`src/rtl/vga_sync_gen.sv`:
```
// vga_sync_gen: raster timing generator producing coordinates, data-enable, syncs,
// frame/line markers, frame counter and a per-frame latched pattern mode.
module vga_sync_gen #(
    parameter int H_ACTIVE = 640,
    parameter int H_FP     = 16,
    parameter int H_SYNC   = 96,
    parameter int H_BP     = 48,
    parameter int V_ACTIVE = 480,
    parameter int V_FP     = 10,
    parameter int V_SYNC   = 2,
    parameter int V_BP     = 33,
    parameter bit SYNC_POL = 1'b0,
    parameter int SYNC_DLY = 1
) (
    input  logic       clk_pix,
    input  logic       resetn,
    input  logic       en,
    input  logic [1:0] mode_req,
    output logic [9:0] hcount,
    output logic [9:0] vcount,
    output logic       de,
    output logic       hsync,
    output logic       vsync,
    output logic       sof,
    output logic       eol,
    output logic [1:0] mode,
    output logic [7:0] frame_cnt
);
    localparam int H_TOTAL = H_ACTIVE + H_FP + H_SYNC + H_BP;
    localparam int V_TOTAL = V_ACTIVE + V_FP + V_SYNC + V_BP;
    localparam logic [9:0] H_MAX  = 10'(H_TOTAL - 1);
    localparam logic [9:0] V_MAX  = 10'(V_TOTAL - 1);
    localparam logic [9:0] H_ACT  = 10'(H_ACTIVE);
    localparam logic [9:0] V_ACT  = 10'(V_ACTIVE);
    localparam logic [9:0] HS_BEG = 10'(H_ACTIVE + H_FP);
    localparam logic [9:0] HS_END = 10'(H_ACTIVE + H_FP + H_SYNC);
    localparam logic [9:0] VS_BEG = 10'(V_ACTIVE + V_FP);
    localparam logic [9:0] VS_END = 10'(V_ACTIVE + V_FP + V_SYNC);

    if (H_TOTAL > 1024 || V_TOTAL > 1024) begin : g_bad_total
        $error("vga_sync_gen: H_TOTAL/V_TOTAL must be <= 1024");
    end
    if (SYNC_DLY < 0 || SYNC_DLY > 3) begin : g_bad_dly
        $error("vga_sync_gen: SYNC_DLY must be 0..3");
    end

    logic [9:0]        h_ctr, v_ctr;
    logic              first;
    logic              h_last, at_sof, hs_raw, vs_raw;
    logic [SYNC_DLY:0] hs_sr, vs_sr;

    assign h_last = h_ctr == H_MAX;
    assign at_sof = h_ctr == '0 && v_ctr == '0;
    assign hs_raw = (h_ctr >= HS_BEG && h_ctr < HS_END) ? SYNC_POL : ~SYNC_POL;
    assign vs_raw = (v_ctr >= VS_BEG && v_ctr < VS_END) ? SYNC_POL : ~SYNC_POL;
    assign hsync  = hs_sr[SYNC_DLY];
    assign vsync  = vs_sr[SYNC_DLY];

    always_ff @(posedge clk_pix) begin
        if (!resetn) begin
            h_ctr     <= '0;
            v_ctr     <= '0;
            hcount    <= '0;
            vcount    <= '0;
            de        <= 1'b0;
            sof       <= 1'b0;
            eol       <= 1'b0;
            mode      <= '0;
            frame_cnt <= '0;
            first     <= 1'b1;
            hs_sr     <= {(SYNC_DLY + 1){~SYNC_POL}};
            vs_sr     <= {(SYNC_DLY + 1){~SYNC_POL}};
        end else if (en) begin
            h_ctr  <= h_last ? '0 : h_ctr + 10'd1;
            if (h_last)
                v_ctr <= (v_ctr == V_MAX) ? '0 : v_ctr + 10'd1;
            hcount <= h_ctr;
            vcount <= v_ctr;
            de     <= h_ctr < H_ACT && v_ctr < V_ACT;
            sof    <= at_sof;
            eol    <= h_last;
            // the first sof after reset is frame 0, later ones advance the index
            if (at_sof) begin
                mode      <= mode_req;
                frame_cnt <= first ? frame_cnt : frame_cnt + 8'd1;
                first     <= 1'b0;
            end
            hs_sr[0] <= hs_raw;
            vs_sr[0] <= vs_raw;
            for (int i = SYNC_DLY; i > 0; i--) begin
                hs_sr[i] <= hs_sr[i-1];
                vs_sr[i] <= vs_sr[i-1];
            end
        end
    end
endmodule

```
`config.mk`:
```
export PLATFORM = sky130hd
export DESIGN_NAME = vga_sync_gen
export DESIGN_NICKNAME = d
export VERILOG_FILES = /design/src/rtl/vga_sync_gen.sv
export SDC_FILE = /design/constraint.sdc
export NUM_CORES = 1
export LEC_CHECK = 0
export BUFFER_PORTS_ARGS = -buffer_cell sky130_fd_sc_hd__buf_2
export CAP_MARGIN = 10
export CORE_MARGIN = 2
export CORE_UTILIZATION = 60
export CTS_BUF_LIST = sky130_fd_sc_hd__clkbuf_4 sky130_fd_sc_hd__clkbuf_8 sky130_fd_sc_hd__clkbuf_16
export CTS_CLUSTER_SIZE = 20
export DETAILED_ROUTE_END_ITERATION = 8
export PLACE_DENSITY = 0.91
export SLEW_MARGIN = 15
export SYNTH_ARGS = -nofsm -noshare
export SYNTH_HDL_FRONTEND = slang
export SYNTH_SLANG_ARGS = --single-unit
```
`constraint.sdc`:
```
create_clock -name clk_pix -period 2.9 [get_ports clk_pix]
set_clock_uncertainty 0.2 [all_clocks]
set_input_delay 0.725 -clock clk_pix [delete_from_list [all_inputs] [get_ports clk_pix]]
set_output_delay 0.725 -clock clk_pix [all_outputs]
set_load 0.1 [all_outputs]
```
==> results of run 1 <==
==> area by class of cell <==
class | count | share of cell area, %
multi-input combinational | 201 | 45.3
sequential | 58 | 38.9
timing repair buffer | 41 | 7.04
inverter | 8 | 1.01
tap | 52 | 2.18
clock buffer | 13 | 5.57
==> placed cells by master, fill, tap and decap left out, types with 9 or more instances in the layout <==
cell type and n:
dfxtp_1 58, clkbuf_8 11, nand3_1 9, buf_2 39, o31ai_1 10, nor2_1 38, nand2_1 14, mux2i_1 23
a21oi_1 15, nand4_1 12
==> synthesized netlist by cell type (2+ instances only) <==
cell type / n / share of area, %
xor2_1: 5 / 1.7
nand2b_1: 2 / 0.47
nor2_1: 38 / 5.4
a21oi_1: 15 / 2.8
inv_1: 8 / 1.1
and2_1: 3 / 0.71
and4_1: 6 / 2.0
buf_1: 4 / 0.57
nor3_1: 3 / 0.57
nor2b_1: 3 / 0.71
xnor2_1: 4 / 1.3
buf_6: 2 / 0.85
mux2i_1: 23 / 8.7
o31ai_1: 10 / 2.8
nand2_1: 14 / 2.0
nor4_4: 2 / 1.6
clkbuf_1: 8 / 1.1
or3_1: 4 / 0.95
o22ai_1: 2 / 0.47
or4_1: 7 / 2.0
o21a_1: 2 / 0.57
and3_1: 7 / 1.7
ha_1: 6 / 2.8
dfxtp_1: 58 / 44
o21ai_0: 8 / 1.5
buf_2: 4 / 0.76
nand4_1: 12 / 2.8
nand3_1: 9 / 1.7
==> routing by layer <==
layer | global-route usage, % | up-vias | part of all wire, %
met5 | 0 | - | 0
met4 | 13.2 | 0 | 2.7
met2 | 42.5 | 52 | 49
met3 | 8.51 | 15 | 4.6
met1 | 29.4 | 1067 | 43
li1 | - | 1090 | -
==> report_power, final <==
group	total (W)	internal, W	leakage, nW	switching (W)
combinational	0.000124	0.0000304	0.701	0.0000935
clock	0.000641	0.000362	0.0883	0.000280
sequential	0.000815	0.000807	0.469	0.00000818
total	0.00158	0.00120	1.26	0.000381
==> stage by stage <==
| stage | total power, W | utilization [%] | hold slack [ps] |
|---|---|---|---|
| 6_report | 0.00158 | 69.6 | 267 |
| 5_1_grt | 0.00164 | 69.6 | 303 |
| 4_1_cts | 0.00160 | 69.6 | 273 |
| 3_5_place_dp | 0.000956 | 65.7 | 257 |
| 3_3_place_gp | 0.000952 | 65.7 | 259 |
| 2_1_floorplan | 0.000933 | - | 240 |
==> state kept, by name, indices dropped and copies added, names as in the netlist <==
| register | count |
|---|---|
| de | 1 |
| eol | 1 |
| first | 1 |
| frame_cnt | 8 |
| h_ctr | 10 |
| hcount | 10 |
| hs_sr | 2 |
| mode | 2 |
| sof | 1 |
| v_ctr | 10 |
| vcount | 10 |
| vs_sr | 2 |
==> worst max-delay path: cells and delay by family, from the launching register on <==
family                     cells  cell delay, ps
and+or+nand+nor                3            1070
AOI/OAI and AO/OA              1             170
buffers and inverters          1             140
adders and majority gates      1             150
DFF                            1             340
==> worst paths after layout <==
| path | start | end | slack (ps) |
|---|---|---|---|
| min | hs_sr[1] | hs_sr[1] | 270 |
| max reg2reg | v_ctr[0] | frame_cnt[5] | 740 |
| min reg2reg | hs_sr[1] | hs_sr[1] | 270 |
| max | v_ctr[0] | frame_cnt[5] | 740 |
==> kinds of logic (layout without fill, tap and decap cells) <==
family,count (synthesis),after routing,share of synthesized area (%)
simple gates,119,119,26.3
flops,58,58,43.9
compound gates,44,44,10.3
buf+inv,28,62,4.92
mux,23,23,8.70
xor+xnor,9,9,2.98
fa+ha+maj,6,6,2.84
==> impl_results.md, run 1 <==
* Initial Utilization at 61.6%
* HP Class: reg -> reg
* Critical Path End Type: flop
* Reg2Reg Depth at 6
* Period utilization at about three quarters
* First-pass GRT wire length at approximately 10000 microns
* Placed cell area at roughly 2800 sq um
* CP Class: reg -> reg
* Top Ports at 40
* Register area at ~1200 sq um
* Max clock buf depth at 2
* Count of different cell masters after synthesis at 46
* Core ar. at 4290 sq um
* # rows at 24
* Worst-Skew Late Latency at 330 ps
* Pwr dens at between 500 and 600 nW/um^2
* Inserted Clock Buffers at 9
* GRT overflow at 0
* CTS H-Tree Depth at 3
* Final Max Slew Viols at 0
* Worst Hold Depth at 2
* Via Count at 2224
* Share of cells above drive strength 1 at a little under a fifth
* Layout Cells excl Fill at between 300 and 400
* Setup TNS at 0 ps
* Worst EP required at about 3000 ps
* Status: finished, final reports clean
* Dpl hpwl at a little under 4000 microns
* Maxcap violations at 0
* CTS Sinks at slightly below 60
* CTS tree: done
* Final setup vio count at 0
* First DRT Iteration DRCs at 150
* Post-Syn Instances at about 290
* Hold Buf Count CTS at 0
* Drt drc at 0
* Routed Antenna Nets at 0
* Nets at 330
* Slew @ Worst Pin at about 520 ps
* Sequential element share of the synthesized area at a little over two fifths
* Post-placement worst setup slack at ~480 ps
* F_max at about 460 MHz
* WL/cell at about 15 microns
* Largest net degree at the start of global routing at 30
* Synthesis-to-finish area growth at 12.9%
* Synthesized area at 2650 sq um
* #FFs+latches synth at 58
* Routability congestion estimate at 0.876
* Vias in the first global route at 2189
* Worst-path clk slew at around 60 ps
* Worst Path Max Fanout at 18
* Die Ht at 70.4 microns
* Synth Net Count at 298
* Slowest stage delay, CP at 550 ps
* Worst path cell trace: inv_1 -> ha_1 -> nor2b_1 -> nand2_2 -> or4_1 -> a21oi_1
* Fraction of registers with async set/reset at 0%
* Die area at slightly below 5000 sq um
* CP arrival at between 2000 and 2500 ps
* Die width at ~70 microns
* Max-slew headroom at approximately two thirds
* Post-route setup slack at between 700 and 800 ps
* Post-CTS setup buffers at 0
* Post-Syn Area per Cell at a little over 9 sq um
* RSZ-0062 raised after global routing: false
* Final hold vios at 0
* Placed Instances at 360
* First drt pass iteration count at 4
* Post-synth EDFFs at 0
* LEAKAGE at roughly 1.3 nW
* Final WL at ~5600 microns
* Post_cts resized at 0
* Diodes inserted at 0
* Total GRT Usage at about 26%
* Synth Warn # at 0
* Count of buffers from port buffering at 39
* Maximum VDD drop at 373 uV
* Crit start category: flop
* Slowest cell on the critical path: or4_1
* Root buf cell: clkbuf_8
* # fillers at 350
* Clock period minus worst slack at 2160 ps
* Area of the multi-input gates at 1350 sq um
* Final Cell Area at ~3000 sq um
* Vias per inst at roughly 6.0
* Ys flop type: dfxtp_1
* Number of antenna violations at the first check in global routing at 0
(Power assumes the default switching activity.)
==> inputs of run 2 (changes only) <==
--- a/config.mk
+++ b/config.mk
@@ -8,11 +8,11 @@
 export BUFFER_PORTS_ARGS = -buffer_cell sky130_fd_sc_hd__buf_2
 export CAP_MARGIN = 10
 export CORE_MARGIN = 2
-export CORE_UTILIZATION = 60
+export CORE_UTILIZATION = 56
 export CTS_BUF_LIST = sky130_fd_sc_hd__clkbuf_4 sky130_fd_sc_hd__clkbuf_8 sky130_fd_sc_hd__clkbuf_16
 export CTS_CLUSTER_SIZE = 20
 export DETAILED_ROUTE_END_ITERATION = 8
-export PLACE_DENSITY = 0.91
+export PLACE_DENSITY = 0.87
 export SLEW_MARGIN = 15
 export SYNTH_ARGS = -nofsm -noshare
 export SYNTH_HDL_FRONTEND = slang
==> constraint.sdc (replaced) <==
create_clock -name clk_pix -period 2.1 [get_ports clk_pix]
set_clock_uncertainty 0.2 [all_clocks]
set_input_delay 0.525 -clock clk_pix [delete_from_list [all_inputs] [get_ports clk_pix]]
set_output_delay 0.525 -clock clk_pix [all_outputs]
set_load 0.1 [all_outputs]
==> impl_results.md, run 2 (synthesis gave the netlist of run 1 again) <==
* CTS tree: done (unchanged)
* CP arrival at 2080 ps (was 2210 ps)
* Final WL at 5870 microns (was 5640 microns)
* Register area at 1170 sq um (was 1160 sq um)
* Dpl hpwl at 3960 microns (was 3860 microns)
* # rows at 25 (was 24)
* Die width at 72.7 microns (was 70.4 microns)
* Commonest non-fill, non-tap cells in the layout: 51 x dfxtp_1, 39 x buf_2, 38 x nor2_1, 23 x mux2i_1, 23 x buf_4 (was 58 x dfxtp_1, 39 x buf_2, 38 x nor2_1, 23 x mux2i_1, 15 x a21oi_1)
* Reg2Reg Depth at 6 (unchanged)
* Die area at 5290 sq um (was 4960 sq um)
* Largest net degree at the start of global routing at 20 (was 30)
* Hold Buf Count CTS at 0 (unchanged)
* Status: finished, final reports clean (unchanged)
* Root buf cell: clkbuf_8 (unchanged)
* Maxcap violations at 0 (unchanged)
* Slew @ Worst Pin at 494 ps (was 516 ps)
* Crit start category: flop (unchanged)
* Top Ports at 40 (unchanged)
* CTS H-Tree Depth at 3 (unchanged)
* Worst-path clk slew at 60 ps (about the same)
* Pwr dens at 713 nW/um^2 (was 529 nW/um^2)
* First-pass GRT wire length at 9720 microns (was 10000 microns)
* Diodes inserted at 0 (unchanged)
* F_max at 498 MHz (was 464 MHz)
* Maximum VDD drop at 700 uV (was 373 uV)
* Worst Path Max Fanout at 7 (was 18)
* Drt drc at 0 (unchanged)
* Total GRT Usage at 23.8% (was 25.7%)
* Vias per inst at 5.75 (was 5.96)
* Nets at 352 (was 330)
* LEAKAGE at 1.39 nW (was 1.26 nW)
* # fillers at 368 (was 350)
* Number of antenna violations at the first check in global routing at 0 (unchanged)
* Worst-Skew Late Latency at 340 ps (was 330 ps)
* GRT overflow at 0 (unchanged)
* Die Ht at 72.7 microns (was 70.4 microns)
* Pwr Total at 0.00228 W (was 0.00158 W)
* Via Count at 2299 (was 2224)
* Worst EP required at 2170 ps (was 2960 ps)
* Most common cell after layout, fill and taps aside: dfxtp_1 (unchanged)
* Vias in the first global route at 2189 (unchanged)
* Area of the multi-input gates at 1380 sq um (was 1350 sq um)
* Clock period minus worst slack at 2010 ps (was 2160 ps)
* Post-placement worst setup slack at 9.12 ps (was 484 ps)
* Max clock buf depth at 2 (unchanged)
* Final Max Slew Viols at 0 (unchanged)
* CP Class: reg -> reg (unchanged)
* Inserted Clock Buffers at 9 (unchanged)
* WL/cell at 14.7 microns (was 15.1 microns)
* Initial Utilization at 57.1% (was 61.6%)
* Synthesis-to-finish area growth at 21.1% (was 12.9%)
* Final hold vios at 0 (unchanged)
* Period utilization at 95.7% (was 74.4%)
* Final hold slack at 244 ps (was 267 ps)
* Routed Antenna Nets at 0 (unchanged)
* First drt pass iteration count at 4 (unchanged)
* Post-route setup slack at 91.2 ps (was 743 ps)
* Count of buffers from port buffering at 39 (unchanged)
* Final setup vio count at 0 (unchanged)
* Slack of the worst reg-to-reg path at 90 ps (was 740 ps)
* Max-slew headroom at 67.3% (was 65.6%)
* CTS Sinks at 58 (unchanged)
* Critical Path End Type: flop (unchanged)
* HP Class: in -> reg (was reg -> reg)
* Worst Hold Depth at 3 (was 2)
* First DRT Iteration DRCs at 190 (was 150)
* Share of cells above drive strength 1 at 27.5% (was 19.0%)
* Core ar. at 4630 sq um (was 4290 sq um)
* Routability congestion estimate at 0.817 (was 0.876)
## run 2: what timing repair did
action | 4_1_cts | 5_1_grt
setup buffers | 0 | 1
endpoints found under the setup margin | 0 | 8
resized for setup | 0 | 4
## run 2: report_power, final
group          leakage (nW)  switching (W)  internal (W)
registers             0.472      0.0000101       0.00111
logic                 0.812       0.000137     0.0000573
clock network         0.103       0.000418      0.000547
total                  1.39       0.000565       0.00172
## run 2: path summary, 6_finish.rpt
kind,from,end
worst max-delay path,h_ctr[0],frame_cnt[2]
worst min-delay path,mode_req[1],mode[1]
worst max register to register,h_ctr[0],frame_cnt[2]
worst min register to register,eol,eol
## run 2: cell type report
type	count	area share, %
clock buffers	14	5.63
clock inverters	2	0.313
inverters	8	0.938
multi-input cells	202	43.0
flip-flops and latches	58	36.5
well taps	54	2.11
repair buffers	62	11.5
## run 2: worst max-delay path: stages, from the launching register on
cell      delay, ps
dfxtp_2         340
inv_1            80
ha_1            150
and4bb_2        320
nand4_2         240
or4_1           470
a21oi_1         140
## run 2: layer usage
| metal | up-vias | wire (microns) | track usage [%] |
|---|---|---|---|
| met4 | 0 | 136 | 11.5 |
| met2 | 71 | 2810 | 37.7 |
| met1 | 1077 | 2560 | 29.0 |
| met3 | 13 | 377 | 8.01 |
| met5 | - | 0 | 0 |
| li1 | 1138 | - | - |
## run 2: through the flow
step	cells	TNS [ps]	util [%]	cell area [sq um]
floorplan	287	0	-	2650
global placement	382	0	64.4	2980
detailed placement	382	0	64.4	2980
CTS	398	0	68.5	3170
global route	400	-21.6	69.2	3200
finish	400	0	69.2	3200
